**src/rtl/mem_access_stage.sv**
```systemverilog
// MEM stage data-memory access controller: issues one request per load/store,
// stalls the pipeline until ack or timeout, and returns load data to MEM/WB.
module mem_access_stage #(
    parameter int TIMEOUT = 15
) (
    input  logic        clk,
    input  logic        reset,
    input  logic        mem_read_r,
    input  logic        mem_write_r,
    input  logic [15:0] addr_r,
    input  logic [15:0] store_data_r,
    output logic        dmem_req,
    output logic        dmem_we,
    output logic [15:0] dmem_addr,
    output logic [15:0] dmem_wdata,
    input  logic [15:0] dmem_rdata,
    input  logic        dmem_ack,
    output logic [15:0] read_data_memory,
    output logic        mem_stall,
    output logic        mem_error,
    output logic        err_sticky
);

    typedef enum logic [1:0] {IDLE, REQ, DONE} state_t;

    localparam logic [3:0] CNT_LAST = 4'(TIMEOUT - 1);

    state_t     state;
    state_t     state_next;
    logic       access;
    logic [3:0] cnt;
    logic       timeout_flag;
    logic       timeout_hit;

    assign access      = mem_read_r | mem_write_r;
    assign timeout_hit = (state == REQ) && !dmem_ack && (cnt == CNT_LAST);

    always_ff @(posedge clk) begin
        if (reset) begin
            state <= IDLE;
        end else begin
            state <= state_next;
        end
    end

    always_comb begin
        state_next = state;
        mem_stall  = 1'b0;
        mem_error  = 1'b0;
        case (state)
            IDLE: begin
                if (access) begin
                    mem_stall  = 1'b1;
                    state_next = REQ;
                end
            end
            REQ: begin
                mem_stall = 1'b1;
                if (dmem_ack || timeout_hit) begin
                    state_next = DONE;
                end
            end
            // DONE never looks at access, so the finished instruction cannot reissue
            DONE: begin
                mem_error  = timeout_flag;
                state_next = IDLE;
            end
            default: state_next = IDLE;
        endcase
        if (reset) begin
            mem_stall = 1'b0;
            mem_error = 1'b0;
        end
    end

    always_ff @(posedge clk) begin
        if (reset) begin
            dmem_req         <= 1'b0;
            dmem_we          <= 1'b0;
            dmem_addr        <= 16'h0000;
            dmem_wdata       <= 16'h0000;
            read_data_memory <= 16'h0000;
            err_sticky       <= 1'b0;
            cnt              <= 4'd0;
            timeout_flag     <= 1'b0;
        end else begin
            case (state)
                IDLE: begin
                    if (access) begin
                        dmem_addr    <= addr_r;
                        dmem_wdata   <= store_data_r;
                        dmem_we      <= mem_write_r;
                        dmem_req     <= 1'b1;
                        cnt          <= 4'd0;
                        timeout_flag <= 1'b0;
                    end
                end
                // ack takes priority over a timeout landing in the same cycle
                REQ: begin
                    if (dmem_ack) begin
                        dmem_req     <= 1'b0;
                        timeout_flag <= 1'b0;
                        if (!dmem_we) begin
                            read_data_memory <= dmem_rdata;
                        end
                    end else if (cnt == CNT_LAST) begin
                        dmem_req     <= 1'b0;
                        err_sticky   <= 1'b1;
                        timeout_flag <= 1'b1;
                        if (!dmem_we) begin
                            read_data_memory <= 16'h0000;
                        end
                    end else begin
                        cnt <= cnt + 4'd1;
                    end
                end
                default: ;
            endcase
        end
    end

endmodule

```
**config.mk**
```make
export PLATFORM = sky130hd
export DESIGN_NAME = mem_access_stage
export DESIGN_NICKNAME = d
export VERILOG_FILES = /design/src/rtl/mem_access_stage.sv
export SDC_FILE = /design/constraint.sdc
export NUM_CORES = 1
export LEC_CHECK = 0
export CAP_MARGIN = 20
export CORE_MARGIN = 1
export CORE_UTILIZATION = 37
export DETAILED_ROUTE_END_ITERATION = 8
export PLACE_DENSITY = 0.76
export SLEW_MARGIN = 25
export SYNTH_ARGS = -nofsm -noshare
export SYNTH_HDL_FRONTEND = slang
export SYNTH_SLANG_ARGS = --single-unit
```
**constraint.sdc**
```tcl
create_clock -name clk -period 1.3 [get_ports clk]
set_input_delay 0.13 -clock clk [delete_from_list [all_inputs] [get_ports clk]]
set_output_delay 0.13 -clock clk [all_outputs]
set_load 0.01 [all_outputs]
```
Word-level counts from Yosys, hierarchy flattened:

Cells that the tools add are included.

* flip-flop bits (word level): 58
* bits in latches: 0
* bits in writable memories: 0
* memory bits (read-only): 0
* input port bits: 53
* output and inout port bits: 53
* memories: 0

* add/subtract/negate cells: 1
* multiply operators: 0
* divide/modulo/power cells: 0
* order comparisons: 0
* equal/unequal tests: 10
* shifts and indexed selects: 0
* mux-type cells: 24
* bitwise logic cells: 2
* reductions and logical operators: 13

Operators by type and width (count)
* $mux 16: 4
* $mux 4: 3
* $mux 1: 10
* $ne 2x2->1 const B: 5
* $pmux 4 s2: 1
* $reduce_and 4->1: 2
* $pmux 1 s2: 3
* $reduce_and 3->1: 2
* $add 4x1->4 const B: 1
* $eq 4x4->1 const B: 1
* $mux 2: 2
* $pmux 2 s2: 1
* $reduce_and 2->1: 2
* $reduce_bool 2->1: 2
* $ne 3x2->1 const B: 1
* $eq 2x1->1 const B: 1
* $eq 2x2->1 const B: 1
* $logic_and 1x1->1: 2
* $logic_not 2->1: 1
* $ne 2x1->1 const B: 1
* $logic_not 1->1: 1
* $logic_or 1x1->1: 1
* $not 1->1: 1
* $or 1x1->1: 1

Longest topological paths before layout:

* depth in word-level cells: 6
* gate-level depth with buffers: 6
* gate-level depth less buffers: 5

Worst setup path before layout:

No wires, ideal clock.

* path type: register to register
* start point: register cnt[0]
* end point: register cnt[1]
* arrival time: 1288 ps
* data required time: 1230 ps
* slack: -58 ps
* stages on the path, launching flop included: 6
* path buffers: 0
* clock period less this slack: 1358 ps
* cell sequence: dfxtp_1 -> inv_1 -> ha_1 -> a31o_2 -> or3_1 -> a21oi_1

* longest elaborated chain between the ends: 4

Ends and longest elaborated chain
* start, declared: RTL line 31 `logic [3:0] cnt;`
* start signal, assigned: RTL line 114 `cnt <= cnt + 4'd1;`
* $add 4x1->4: RTL line 114
* $mux 4: RTL line 106 `end else if (cnt == CNT_LAST) begin`
* $mux 4: RTL line 100 `if (dmem_ack) begin`
* $pmux 4 s2: RTL line 87 `case (state)`

Several ways; a longest one is shown, not always the timed one. The select of a mux whose other input is x is not followed.
A chain may end at the register's enable or synchronous reset.

Worst setup path in the final report:

* start point: register state[1]
* end point: register read_data_memory[7]

* longest elaborated chain between the ends: 2

Ends and longest elaborated chain
* start, declared: RTL line 28 `state_t state;`
* start signal, assigned: RTL line 42 `state <= state_next;`
* $eq 2x1->1: RTL line 87
* $reduce_and 4->1 (no source line)
* end signal, assigned: RTL line 104 `read_data_memory <= dmem_rdata;`
* end, declared: RTL line 18 `output logic [15:0] read_data_memory,`

Every way passes these cells.

==> out/metrics.cfg <==
[worst_setup_path]
cpPeakStageDelay_ns = 0.48
cp-start-kind = flip-flop
slowest_stage = or3b_4
cp.arrival_ns = 1.51
crit_path_end_kind = flip-flop
path_cells = buf_6, or3b_4, o21ai_2, a21oi_1
cp_max_fo = 8
critical_path_class = flip-flop to flip-flop
required_ns = 1.49

[floorplanning]
dieArea_um2 = 6540
die_w_um = 80.9
pin_count = 106
die_y_um = 80.9
initial_core_util_pct = 38.6
rows = 28
coreArea_um2 = 5960

[timing]
slew_headroom_pct = 71.3
max_freq_ghz = 0.754
grt_setup_unrepaired = yes
slew_viol_final = 0
fin_ws_ns = -0.0259
final.min_clock_period_ns = 1.33
setup_viol = 5
hold_violations = 0
hold_slack_ns = 0.351
fin_skew_ns = 0.00913
finalSetupTns_ns = -0.0761
finalCritPeriodShare_pct = 102
tightest_slew_ns = 0.431

[synth]
ys_seq_area_share_pct = 50.5
yosys_warnings = 0
synth_top_family_by_area = compound AO/OA/AOI/OAI gates
syn_avg_cell_area_um2 = 8.31
synth_top_area_share_pct = 50.5
netlist_area_um2 = 2300
synth_area_leader_cell = dfxtp_1
ys_seq_elements = 58
synthXorXnorAreaFrac_pct = 0
synth_mux_area_share_pct = 0
synthDistinctLibCells = 33
synth-simple-area-share_pct = 16.5
synth_area_leaders = dfxtp_1 (50%), a21oi_1 (12%), o21ai_0 (9.6%)
syn-num-nets = 332
postSynthCellCount = 277
synth-compound-area-share_pct = 26.0
synth-adder-area-share_pct = 1.09

[global_route]
overflow = 0
grt_pass1_vias = 2360
gr-usage-all-layers_pct = 20.9
grt_pass1_wl_mm = 10.4
grt_max_degree = 42
antenna_found_initial = 0

[detailed_routing]
wire_per_inst_um = 15.0
drt-met1-wl_mm = 3.00
via_per_inst = 5.29
met3_length_um = 623
drt-total-wl_mm = 7.20
dr.pass1.iters = 4
drtIter0Drc = 125
ant_nets = 0
wl_met2_mm = 3.48
routed-via-count = 2538
topRoutingLayerUsed = met4
drcViolationCount = 0

[place]
io_buffers = 105
dp_hpwl_mm = 4.40
gp_congestion = 0.752

[cts]
cts_tree = built
cts_root_buf = clkbuf_8
clkSinkCount = 58
cts.htree.levels = 3
cts_made_buffers = 9
cts.clk_slew.worst_paths_ns = 0.07
cts.path.max_buffers = 2
clk_latency_ns = 0.33
hold_buffers = 0

[final_layout]
diodes = 0
postLayoutCoreUtil_pct = 65.4
nNetsFinal = 455
fillers = 531
drive_above_1_share_pct = 20.0
areaGrowthSynthToFinish_pct = 69.4
layout_common_cells = a21oi_1 (53), dfxtp_1 (53), clkdlybuf4s50_1 (51), dlygate4sd2_1 (51), nand3_1 (33)

[worst_hold_path]
hold_class = input pin to flip-flop

[power]
cellPowerDensity_nw_per_um2 = 1140
p_leak_nw = 1.63
max-vdd-ir-drop_mv = 0.656

[run]
drv_cap = 0

[outcome]
outcome = finished, violations left
violations = setup timing

worst paths after layout:
kind / depth (start not counted) / startpoint / end / slack, ns
min: 3 / dmem_rdata[1] / read_data_memory[1] / 0.35
max reg2reg: 4 / state[1] / read_data_memory[7] / -0.03
max: 4 / state[1] / read_data_memory[7] / -0.03
min reg2reg: 2 / err_sticky / err_sticky / 0.47
area by class of cell:
type                       instances  area, µm²  area share, %
inverter                           2       7.51          0.193
clock inverter                     5       55.1           1.41
multi-input combinational        191       1150           29.5
clock buffer                      11        131           3.37
tap                               75       93.8           2.41
timing repair buffer             138       1290           33.1
sequential                        58       1170           30.0
worst max-delay path, delay by kind of cell (launching register included):
family / cells / cell delay (ns)
buffers and inverters: 1 / 0.12
AOI/OAI and AO/OA: 2 / 0.25
DFF: 1 / 0.34
and+or+nand+nor: 1 / 0.48
cells in the mapped netlist:
| master | count |
|---|---|
| ha_1 | 2 |
| o41ai_1 | 1 |
| nor3_1 | 3 |
| inv_1 | 2 |
| clkbuf_2 | 2 |
| or2_2 | 1 |
| a21oi_1 | 54 |
| a221oi_1 | 1 |
| dfxtp_1 | 58 |
| nor2b_1 | 3 |
| buf_6 | 1 |
| or3_1 | 1 |
| o21ai_0 | 44 |
| nor3b_1 | 1 |
| nor2_1 | 2 |
| clkbuf_1 | 12 |
| a31oi_1 | 1 |
| nand2b_1 | 2 |
| nand4b_1 | 1 |
| buf_4 | 1 |
| nor4bb_1 | 1 |
| o221ai_1 | 3 |
| or4_1 | 1 |
| and4bb_2 | 1 |
| nor2_2 | 1 |
| a31o_2 | 1 |
| or3b_4 | 1 |
| nand3_1 | 33 |
| nand4_1 | 1 |
| nand2_1 | 19 |
| buf_2 | 11 |
| or2_1 | 1 |
| o21ai_1 | 10 |
power breakdown:
group / switching, W / leakage (nW) / internal, W
logic: 0.000449 / 1.07 / 0.000464
registers: 0.0000631 / 0.478 / 0.00190
clock network: 0.000708 / 0.0893 / 0.000879
total: 0.00122 / 1.63 / 0.00324
routing by layer:
metal,GRT usage (%),vias to the layer above
met5,0,-
met4,9.64,0
met3,6.40,11
met2,35.2,98
met1,24.0,1191
li1,-,1238
state kept, by name, indices dropped and copies added, names as in the netlist:
register and count:
dmem_addr 16, dmem_wdata 16, read_data_memory 16, cnt 4, state 2, dmem_req 1
dmem_we 1, err_sticky 1, timeout_flag 1
repair_timing:
action                     CTS  global route
gates resized for setup     76            34
setup endpoints to repair   73            26
pin swaps                    5            16
cloned                       0             3
buffers inserted             3             1
cell families after synthesis:
group | after synthesis
AO/OA/AOI/OAI | 115
buffers and inverters | 29
flip-flops | 58
adder cells (fa/ha/maj) | 2
AND/OR/NAND/NOR | 73
through the flow:
step                      instances  area (µm²)  power, W  setup slack [ns]
final                           480        3900   0.00446           -0.0259
after global routing            480        3900   0.00469           -0.0831
after CTS                       477        3760   0.00443           -0.0599
after detailed placement        458        3570   0.00290            -0.346
after global placement          458        3570   0.00288            -0.342
after floorplan                 277        2300   0.00237            0.0119
Power figures use the tool's default switching activity.
